==> src/rtl/counter_dflipflop_sync_down_4bit_pkg.sv <==
// Shared constants and state encoding for the 4-bit loadable down counter.
// Imported by the RTL and by its testbench.
package counter_dflipflop_sync_down_4bit_pkg;

   localparam int WIDTH = 4;

   typedef enum logic [1:0] {
      IDLE    = 2'b00,
      RUN     = 2'b01,
      EXPIRED = 2'b10
   } state_t;

   localparam logic [WIDTH-1:0] CNT_ZERO = '0;
   localparam logic [WIDTH-1:0] CNT_ONE  = WIDTH'(1);

   // Every storage bit of the counter, flattened into one vector of flops
   typedef struct packed {
      state_t           state;
      logic [WIDTH-1:0] period;
      logic [WIDTH-1:0] count;
      logic             done;
   } regs_t;

endpackage

==> src/rtl/counter_dflipflop_sync_down_4bit_dff.sv <==
// Single storage bit: rising-edge D flip-flop with asynchronous active-high clear.
module counter_dflipflop_sync_down_4bit_dff (
   input  logic D,
   input  logic Clk,
   input  logic Clr,
   output logic Q
);

   always_ff @(posedge Clk or posedge Clr) begin
      if (Clr) Q <= 1'b0;
      else     Q <= D;
   end

endmodule

==> src/rtl/counter_dflipflop_sync_down_4bit.sv <==
// 4-bit down counter with parallel load, one-shot/periodic modes and a Done pulse.
// All state lives in discrete clearable flip-flops; next-state logic is combinational.
module counter_dflipflop_sync_down_4bit
   import counter_dflipflop_sync_down_4bit_pkg::*;
(
   input  logic             Clk,
   input  logic             Clr,
   input  logic             Load,
   input  logic [WIDTH-1:0] LoadVal,
   input  logic             En,
   input  logic             Reload,
   output logic [WIDTH-1:0] count,
   output logic             Zero,
   output logic             Done
);

   localparam int REG_BITS = $bits(regs_t);

   regs_t               cur;
   regs_t               nxt;
   logic [REG_BITS-1:0] d_bits;
   logic [REG_BITS-1:0] q_bits;

   assign d_bits = nxt;
   assign cur    = q_bits;

   generate
      for (genvar gi = 0; gi < REG_BITS; gi++) begin : g_bit
         counter_dflipflop_sync_down_4bit_dff u_bit (
            .D  (d_bits[gi]),
            .Clk(Clk),
            .Clr(Clr),
            .Q  (q_bits[gi])
         );
      end
   endgenerate

   always_comb begin
      nxt      = cur;
      nxt.done = 1'b0;
      if (Load) begin
         // Load wins over any terminal event on the same edge
         nxt.count  = LoadVal;
         nxt.period = LoadVal;
         nxt.state  = (LoadVal != CNT_ZERO) ? RUN : IDLE;
      end else if (cur.state == RUN && En) begin
         if (cur.count > CNT_ONE) begin
            nxt.count = cur.count - CNT_ONE;
         end else if (cur.count == CNT_ONE) begin
            nxt.done = 1'b1;
            if (Reload) begin
               nxt.count = cur.period;
            end else begin
               nxt.count = CNT_ZERO;
               nxt.state = EXPIRED;
            end
         end
      end
   end

   assign count = cur.count;
   assign Done  = cur.done;
   assign Zero  = (cur.count == CNT_ZERO);

endmodule
==> config.mk <==
export PLATFORM = sky130hd
export DESIGN_NAME = counter_dflipflop_sync_down_4bit
export DESIGN_NICKNAME = d
export VERILOG_FILES = /design/src/rtl/counter_dflipflop_sync_down_4bit_pkg.sv /design/src/rtl/counter_dflipflop_sync_down_4bit_dff.sv /design/src/rtl/counter_dflipflop_sync_down_4bit.sv
export SDC_FILE = /design/constraint.sdc
export NUM_CORES = 1
export LEC_CHECK = 0
export ABC_CLOCK_PERIOD_IN_PS = 4940
export BUFFER_PORTS_ARGS = -buffer_cell sky130_fd_sc_hd__buf_2
export CORE_AREA = 2 2 39 41
export CTS_BUF_LIST = sky130_fd_sc_hd__clkbuf_8
export DETAILED_ROUTE_END_ITERATION = 10
export DIE_AREA = 0 0 41 43
export GPL_TIMING_DRIVEN = 0
export PLACE_DENSITY_LB_ADDON = 0.2
export SETUP_SLACK_MARGIN = 0.5
export SLEW_MARGIN = 20
export SYNTH_ARGS = -nofsm -noshare
export SYNTH_HDL_FRONTEND = slang
export SYNTH_SLANG_ARGS = --single-unit
==> constraint.sdc <==
create_clock -name Clk -period 4.94 [get_ports Clk]
set_clock_uncertainty 0.1 [all_clocks]
set_input_delay 0.988 -clock Clk [delete_from_list [all_inputs] [get_ports Clk]]
set_output_delay 0.988 -clock Clk [all_outputs]
set_load 0.02 [all_outputs]
==> results of run 1 <==
==> synth_stat cells, drive strengths merged <==
library cell and instances:
dfrtp 11, nor3 2, o41ai 2, nand2 3, clkbuf 2, a21oi 6, a211oi 1, nor3b 1
nor2b 1, ha 3, nand3 2, a21o 1, or2 1, and3b 1, o21ba 1, mux2 2
inv 6, nor2 3, o21ai 8, or3 1, and4 3, o31ai 1, and2 1, buf 5
a31o 1
==> layout make-up <==
class                           instances  area [um^2]  share of cell area (%)
Buffer                                  7         42.5                    5.40
Clock buffer                            3         41.3                    5.24
Clock inverter                          1         5.00                   0.635
Inverter                                6         22.5                    2.86
Multi-Input combinational cell         45          317                    40.2
Sequential cell                        11          275                    34.9
Tap cell                               16         20.0                    2.54
Timing Repair Buffer                   13         65.1                    8.25
==> worst min path at each step <==
stage / startpoint / endpoint / slack, ns / depth (start not counted)
final: g_bit[5].u_bit.Q$_DFFE_PP0P_ / g_bit[5].u_bit.Q$_DFFE_PP0P_ / 0.38 / 1
after global routing: g_bit[8].u_bit.Q$_DFFE_PP0P_ / g_bit[8].u_bit.Q$_DFFE_PP0P_ / 0.42 / 1
after CTS: g_bit[5].u_bit.Q$_DFFE_PP0P_ / g_bit[5].u_bit.Q$_DFFE_PP0P_ / 0.39 / 1
after detailed placement: g_bit[5].u_bit.Q$_DFFE_PP0P_ / g_bit[5].u_bit.Q$_DFFE_PP0P_ / 0.37 / 1
after global placement: g_bit[8].u_bit.Q$_DFFE_PP0P_ / g_bit[8].u_bit.Q$_DFFE_PP0P_ / 0.37 / 1
after floorplan: g_bit[5].u_bit.Q$_DFFE_PP0P_ / g_bit[5].u_bit.Q$_DFFE_PP0P_ / 0.35 / 1
==> logic make-up after synthesis <==
| family | count (synthesis) | synth area share (%) |
|---|---|---|
| AOI/OAI and AO/OA | 21 | 21.5 |
| adders and majority gates | 3 | 5.71 |
| buffers and inverters | 13 | 9.90 |
| DFF | 11 | 41.9 |
| muxes | 2 | 3.43 |
| and+or+nand+nor | 19 | 17.5 |
==> per-stage QoR <==
stage               hold WS, ns  power [W]
floorplan                 0.350   0.000152
global placement          0.367   0.000168
detailed placement        0.374   0.000170
CTS                       0.386   0.000263
global route              0.415   0.000273
finish                    0.380   0.000260
==> report_power, final <==
part | switching (W) | total [W] | internal (W) | leakage [nW]
Combinational | 0.0000347 | 0.0000610 | 0.0000264 | 0.231
Clock | 0.0000369 | 0.0000925 | 0.0000556 | 0.0255
Sequential | 0.00000815 | 0.000107 | 0.0000984 | 0.134
Total | 0.0000797 | 0.000260 | 0.000180 | 0.391
==> routing by layer <==
layer	vias up	track usage, %	share of wire, %
met1	239	23.0	46
met4	0	10.0	1.7
met5	-	0	0
li1	276	-	-
met3	2	6.28	4.7
met2	14	26.3	48
==> metrics.yaml, run 1 <==
outcome: "finished, final reports clean"
numCtsBuffers: 3
power_leakage_nw: 0.391
period_minus_slack_ns: 2.49
final_common_cell: "buf_2"
arrival_ns: 1.40
stdcell_area_um2: 788
synth.cell_area_um2: 657
synthesis.nets: 81
regMostFlops: "g_bit.u_bit.Q"
cts_tree: "done"
path_clk_slew_ns: 0.05
slowest_delay_ns: 0.47
vias_per_cell: 5.21
core_area_um2: 1380
power_density_nw_per_um2: 330
rows: 14
postCtsHoldBufs: 0
r2r_end: "g_bit[1].u_bit.Q$_DFFE_PP0P_"
grt_pass1_vias: 510
drv_cap: 0
cp-endpoint: "Zero"
layout_common_cells: "buf_2 (14), dfrtp_1 (11), o21ai_1 (7)"
path_buf_inv: 1
grt_max_degree: 12
timing.reg2reg.setup_slack_ns: 3.21
tns_ns: 0
crit_required_ns: 3.85
dp_hpwl_um: 971
synth_top_area_cell: "dfrtp_1"
ys_warn_count: 0
ios: 15
irDropWorstVdd_mv: 0.221
critPathCaptureType: "primary output"
cts_htree_levels: 1
grt_pass1_wl_um: 2100
cp.depth: 3
min_period_over_period_pct: 50.4
final_util_pct: 57.0
clkLatencyLatePin_ns: 0.24
cts.sinks: 11
dr_total_vias: 531
grt_use_total_pct: 18.2
finalWorstSetupSlack_ns: 2.45
post_cts_buffers: 0
synth.ff_latch_count: 11
postSynthAreaPerCell_um2: 9.52
netlist_instances: 69
report.final.slew_viol_count: 0
antenna_left: 0
fmaxAchievable_mhz: 401
yosysUniqueCellTypes: 29
die-area_um2: 1760
synth_seq_area_share_pct: 41.9
tightest_slew_ns: 0.461
worstPathMaxFanout: 8
grt_setup_unrepaired: "false"
worstSetupStartpointType: "register"
num_antenna_cells: 0
hold_viol_final: 0
fillers: 133
cts_resized: 0
first_pass_iters: 3
yosysTopAreaCellShare_pct: 41.9
r2r_cells: 6
fin_cells: 102
grt_overflow: 0
drt-total-wl_um: 1270
dieWidth_um: 41
remaining_drc_errors: 0
drive_above_1_share_pct: 29.1
area_delta_synth_final_pct: 20.0
place_area_um2: 742
critPathLaunch: "g_bit[4].u_bit.Q$_DFFE_PP0P_"
drt-initial-drc-count: 11
clk_path_buf_depth: 2
cpMaxStageDelayCell: "dfrtp_1"
hold_class: "register to register"
antenna_found_initial: 0
path_delay_family: "simple AND/OR/NAND/NOR gates"
die_h_um: 43
start_util_pct: 47.5
largest_register_ffs: 11
reg2reg_from: "g_bit[1].u_bit.Q$_DFFE_PP0P_"
wire_per_inst_um: 12.4
dpl_worst_slack_ns: 2.72
cts_root_buffer: "clkbuf_8"
setup_viol: 0
synth_area_leaders: "dfrtp_1 (42%), ha_1 (5.7%), o21ai_1 (5.3%)"
gp_congestion: 0.741
critical_path_class: "register to primary output"
dp_cells: 98
final_nets: 99
relSlewSlack_pct: 68.9
path_cells: "nor2_1 -> and2_1 -> buf_2"
reg_top3: "g_bit.u_bit.Q: 11 flops"
io_buffers: 13
No activity file was read; power rests on OpenSTA's default activity.
==> run 2, diff against run 1 <==
--- a/config.mk
+++ b/config.mk
@@ -5,12 +5,12 @@
 export SDC_FILE = /design/constraint.sdc
 export NUM_CORES = 1
 export LEC_CHECK = 0
-export ABC_CLOCK_PERIOD_IN_PS = 4940
+export ABC_CLOCK_PERIOD_IN_PS = 2000
 export BUFFER_PORTS_ARGS = -buffer_cell sky130_fd_sc_hd__buf_2
-export CORE_AREA = 2 2 39 41
+export CORE_MARGIN = 1
+export CORE_UTILIZATION = 49
 export CTS_BUF_LIST = sky130_fd_sc_hd__clkbuf_8
 export DETAILED_ROUTE_END_ITERATION = 10
-export DIE_AREA = 0 0 41 43
 export GPL_TIMING_DRIVEN = 0
 export PLACE_DENSITY_LB_ADDON = 0.2
 export SETUP_SLACK_MARGIN = 0.5
==> constraint.sdc (replaced) <==
create_clock -name Clk -period 2 [get_ports Clk]
set_clock_uncertainty 0.1 [all_clocks]
set_input_delay 0.4 -clock Clk [delete_from_list [all_inputs] [get_ports Clk]]
set_output_delay 0.4 -clock Clk [all_outputs]
set_load 0.02 [all_outputs]
==> metrics.yaml, run 2 (same netlist as run 1, synthesis figures left out) <==
tns_ns: 0
num_antenna_cells: 0
worstSetupStartpointType: "register"
layout_common_cells: "buf_2 (10), dfrtp_1 (9), buf_4 (8)"
drt-total-wl_um: 1360
arrival_ns: 1.11
dp_hpwl_um: 957
rows: 12
outcome: "finished, final reports clean"
report.final.slew_viol_count: 0
core_area_um2: 1170
start_util_pct: 56.1
cpMaxStageDelayCell: "dfrtp_1"
cts.sinks: 11
drive_above_1_share_pct: 42.4
grt_setup_unrepaired: "true"
regMostFlops: "g_bit.u_bit.Q"
grt_max_degree: 12
clkLatencyLatePin_ns: 0.23
remaining_drc_errors: 0
period_minus_slack_ns: 1.61
relSlewSlack_pct: 71.9
antenna_left: 0
dr_total_vias: 572
grt_pass1_wl_um: 2260
vias_per_cell: 5.40
grt_pass1_vias: 540
gp_congestion: 0.788
cts_tree: "done"
final_common_cell: "buf_2"
dieWidth_um: 38.6
path_cells: "inv_2 -> ha_2 -> and2_4 -> buf_6"
finalWorstSetupSlack_ns: 0.389
critPathCaptureType: "primary output"
path_delay_family: "flip-flops"
worstPathMaxFanout: 3
cts_root_buffer: "clkbuf_8"
min_period_over_period_pct: 80.6
die_h_um: 38.6
power.total_w: 0.000684
crit_required_ns: 1.50
reg_top3: "g_bit.u_bit.Q: 11 flops"
largest_register_ffs: 11
wire_per_inst_um: 12.8
path_buf_inv: 2
tightest_slew_ns: 0.421
irDropWorstVdd_mv: 0.616
fmaxAchievable_mhz: 621
antenna_found_initial: 0
die-area_um2: 1490
slowest_delay_ns: 0.40
final_nets: 105
grt_overflow: 0
io_buffers: 13
cts_htree_levels: 1
hold_class: "primary input to async pin"
power_density_nw_per_um2: 764
drv_cap: 0
area_delta_synth_final_pct: 36.4
first_pass_iters: 4
dpl_worst_slack_ns: 0.316
numCtsBuffers: 3
setup_viol: 0
ios: 15
clk_path_buf_depth: 2
postCtsHoldBufs: 0
power_leakage_nw: 0.429
drt-initial-drc-count: 8
hold_viol_final: 0
critical_path_class: "register to primary output"
fillers: 85
grt_use_total_pct: 23.0
path_clk_slew_ns: 0.05
[run 2: cell type report]
class                      count  area [um^2]  share of cell area [%]
clock buffer                   3         41.3                    4.61
tap                           14         17.5                    1.96
clock inverter                 1         3.75                   0.419
buffer                         7         50.0                    5.59
timing repair buffer          19          135                    15.1
multi-input combinational     45          348                    38.8
sequential                    11          278                    31.0
inverter                       6         22.5                    2.51
[run 2: metal layers]
| layer | up-vias | wire length, um | global-route usage [%] |
|---|---|---|---|
| met5 | - | 0 | 0 |
| met4 | 0 | 10 | 12.9 |
| met3 | 2 | 34 | 3.47 |
| met1 | 272 | 597 | 28.7 |
| met2 | 12 | 713 | 37.5 |
| li1 | 286 | - | - |
[run 2: worst paths after layout]
| path | endpoint | cells past startpoint | slack, ns | start |
|---|---|---|---|---|
| min | g_bit[5].u_bit.Q$_DFFE_PP0P_ | 2 | 0.05 | Clr |
| min reg2reg | g_bit[8].u_bit.Q$_DFFE_PP0P_ | 1 | 0.37 | g_bit[8].u_bit.Q$_DFFE_PP0P_ |
| max in group asynchronous | g_bit[3].u_bit.Q$_DFFE_PP0P_ | 2 | 1.43 | Clr |
| min in group Clk | g_bit[5].u_bit.Q$_DFFE_PP0P_ | 2 | 0.32 | LoadVal[0] |
| max | Zero | 4 | 0.39 | g_bit[1].u_bit.Q$_DFFE_PP0P_ |
| max reg2reg | g_bit[4].u_bit.Q$_DFFE_PP0P_ | 6 | 0.44 | g_bit[1].u_bit.Q$_DFFE_PP0P_ |
[run 2: power by group]
part	switching [W]	internal, W
sequential	0.0000189	0.000244
clock	0.0000770	0.000134
combinational	0.000105	0.000105
[run 2: repair_timing]
item	in CTS	in global routing
pin swaps	4	0
cloned	0	0
setup endpoints to repair	6	8
gates resized for setup	16	4
setup buffers	6	0
[run 2: metrics by stage]
| stage | instances | cell area [um^2] | util [%] | hold WS, ns |
|---|---|---|---|---|
| floorplan | 69 | 668 | - | 0.152 |
| global placement | 96 | 751 | 64.1 | 0.309 |
| detailed placement | 96 | 751 | 64.1 | 0.309 |
| CTS | 106 | 883 | 75.4 | 0.0571 |
| global route | 106 | 896 | 76.5 | 0.0919 |
| finish | 106 | 896 | 76.5 | 0.0484 |
==> run 3, diff against run 2 <==
--- a/config.mk
+++ b/config.mk
@@ -5,7 +5,8 @@
 export SDC_FILE = /design/constraint.sdc
 export NUM_CORES = 1
 export LEC_CHECK = 0
-export ABC_CLOCK_PERIOD_IN_PS = 2000
+export ABC_AREA = 1
+export ABC_CLOCK_PERIOD_IN_PS = 1450
 export BUFFER_PORTS_ARGS = -buffer_cell sky130_fd_sc_hd__buf_2
 export CORE_MARGIN = 1
 export CORE_UTILIZATION = 49
==> constraint.sdc (replaced) <==
create_clock -name Clk -period 1.45 [get_ports Clk]
set_clock_uncertainty 0.1 [all_clocks]
set_input_delay 0.29 -clock Clk [delete_from_list [all_inputs] [get_ports Clk]]
set_output_delay 0.29 -clock Clk [all_outputs]
set_load 0.02 [all_outputs]
==> metrics.yaml, run 3 <==
fin_cells: 132
synthArstFlopShare_pct: 100
synth_edf_count: 0
finalWorstSetupSlack_ns: -0.0637
seqCellArea_um2: 279
core_area_um2: 1320
regMostFlops: "g_bit.u_bit.Q"
final_util_pct: 79.4
grt_pass1_wl_um: 2840
setup_viol: 3
die_h_um: 39.7
power_density_nw_per_um2: 1170
hold_class: "primary input to async pin"
worstPathMaxFanout: 4
dp_cells: 116
wire_per_inst_um: 13.8
fillers: 85
cpMaxStageDelayCell: "dfrtp_1"
cts_root_buffer: "clkbuf_8"
dp_hpwl_um: 1110
yosysUniqueCellTypes: 22
clk_path_buf_depth: 2
gp_congestion: 0.810
synth_top_family_by_area: "simple AND/OR/NAND/NOR gates"
drt-total-wl_um: 1820
path_cells: "inv_2 -> buf_6 -> ha_4 -> inv_4 -> nand4_1 -> nand2_2 -> a21oi_2 -> nand2_1"
antenna_found_initial: 0
synth_top_area_cell: "dfrtp_1"
cts_htree_levels: 1
synth_simple_gate_area_share_pct: 37.6
irDropWorstVdd_mv: 0.845
clkLatencyLatePin_ns: 0.24
min_period_over_period_pct: 104
ys_warn_count: 0
whs_ns: -0.0630
first_pass_iters: 4
grt_overflow: 0
dpl_worst_slack_ns: 0.00546
layout_common_cells: "nand2_1 (27), buf_4 (12), buf_6 (10)"
drt-initial-drc-count: 28
synth_fa_ha_area_share_pct: 5.40
synth_mux_area_share_pct: 0
report.final.slew_viol_count: 0
worstSetupStartpointType: "register"
final_common_cell: "nand2_1"
arrival_ns: 1.52
synth_flop_cell: "dfrtp_1"
numCtsBuffers: 3
synth.ff_latch_count: 11
area_delta_synth_final_pct: 50.4
die-area_um2: 1570
synth_compound_area_share_pct: 5.04
stdcell_area_um2: 1050
largest_register_ffs: 11
failed_checks: "negative hold slack, negative setup slack"
final_nets: 130
drive_above_1_share_pct: 50.4
path_clk_slew_ns: 0.05
vias_per_cell: 5.43
synth_xor_area_share_pct: 1.26
relSlewSlack_pct: 72.1
outcome: "finished with violations"
slowest_delay_ns: 0.38
synth.cell_area_um2: 696
cts.sinks: 11
grt_setup_unrepaired: "true"
place_area_um2: 833
dieWidth_um: 39.7
period_minus_slack_ns: 1.51
synth.top_cells.by_count: "nand2_1 (28), dfrtp_1 (11), nand3_1 (9)"
hold_viol_final: 11
critical_path_class: "register to register"
tightest_slew_ns: 0.418
fmaxAchievable_mhz: 661
io_buffers: 13
synth_seq_area_share_pct: 39.6
dr_total_vias: 717
antenna_left: 0
postSynthAreaPerCell_um2: 7.91
grt_max_degree: 12
grt_pass1_vias: 660
grt_use_total_pct: 28.0
synth_area_leaders: "dfrtp_1 (40%), nand2_1 (15%), nand3_1 (6.5%)"
crit_required_ns: 1.46
cts_tree: "done"
start_util_pct: 52.8
remaining_drc_errors: 0
synthesis.nets: 100
drv_cap: 0
multi_input_area_um2: 415
synth.most_common_cell: "nand2_1"
power_leakage_nw: 0.520
yosysTopAreaCellShare_pct: 39.6
rows: 13
ios: 15
critPathCaptureType: "register"
reg_top3: "g_bit.u_bit.Q: 11 flops"
netlist_instances: 88
num_antenna_cells: 0
[run 3: changes by cell type after synthesis, moves of 2 or more]
cell and delta:
mux2_1 -2, clkbuf_1 -2, nand2_1 +25, nor2_4 +3, o21ai_1 -6, and4_1 -3, a21oi_1 -5, nand3_1 +7
inv_2 +2, nand4_1 +4
[run 3: report_power, final]
group	leakage, nW	switching (W)	internal [W]	total, W
clock network	0.0269	0.000106	0.000185	0.000291
logic	0.361	0.000294	0.000270	0.000564
registers	0.133	0.0000305	0.000343	0.000374
[run 3: timing repair]
item | in CTS | in global routing
setup endpoints to repair | 13 | 13
endpoints found under the hold margin | 11 | 11
resized for setup | 20 | 3
cloned | 0 | 0
setup buffers | 11 | 1
pin swaps | 2 | 6
[run 3: through the flow]
step,power (W),setup TNS [ns]
final,0.00123,-0.0997
after global placement,0.000756,0
after detailed placement,0.000768,0
after CTS,0.00120,-0.0220
after global routing,0.00130,-0.244
after floorplan,0.000685,0
[run 3: kinds of logic after synthesis]
kind of cell,Yosys count
DFF,11
adders and majority gates,3
xor gates and xnor gates,1
and+or+nand+nor,53
AOI/OAI and AO/OA,5
buffers and inverters,15
[run 3: final cells by class]
class                      count  area share (%)
sequential                    11            26.7
clock buffer                   3            3.95
tap                           15            1.79
clock inverter                 1           0.359
inverter                      10            4.31
multi-input combinational     62            39.7
timing repair buffer          25            18.5
buffer                         5            4.67
[run 3: critical path, delay by kind of cell (launching register included)]
family / cells / cell delay (ns)
AO/OA/AOI/OAI: 1 / 0.20
adder cells (fa/ha/maj): 1 / 0.17
buffers and inverters: 3 / 0.26
flip-flops: 1 / 0.38
AND/OR/NAND/NOR: 3 / 0.28
[run 3: final timing paths]
| path | startpoint | endpoint | slack, ns | cells past startpoint |
|---|---|---|---|---|
| max | g_bit[2].u_bit.Q$_DFFE_PP0P_ | g_bit[4].u_bit.Q$_DFFE_PP0P_ | -0.06 | 8 |
| min in group Clk | Load | g_bit[10].u_bit.Q$_DFFE_PP0P_ | 0.18 | 2 |
| max reg2reg | g_bit[2].u_bit.Q$_DFFE_PP0P_ | g_bit[4].u_bit.Q$_DFFE_PP0P_ | -0.06 | 8 |
| min reg2reg | g_bit[6].u_bit.Q$_DFFE_PP0P_ | g_bit[6].u_bit.Q$_DFFE_PP0P_ | 0.38 | 2 |
| max in group asynchronous | Clr | g_bit[4].u_bit.Q$_DFFE_PP0P_ | 0.99 | 2 |
| min | Clr | g_bit[7].u_bit.Q$_DFFE_PP0P_ | -0.06 | 2 |
[run 3: layer usage]
metal / track usage (%) / wire [um] / vias up
met5: 0 / 0 / -
met4: 9.48 / 35 / 0
met3: 9.66 / 127 / 4
met2: 47.1 / 915 / 29
met1: 32.5 / 739 / 343
li1: - / - / 341
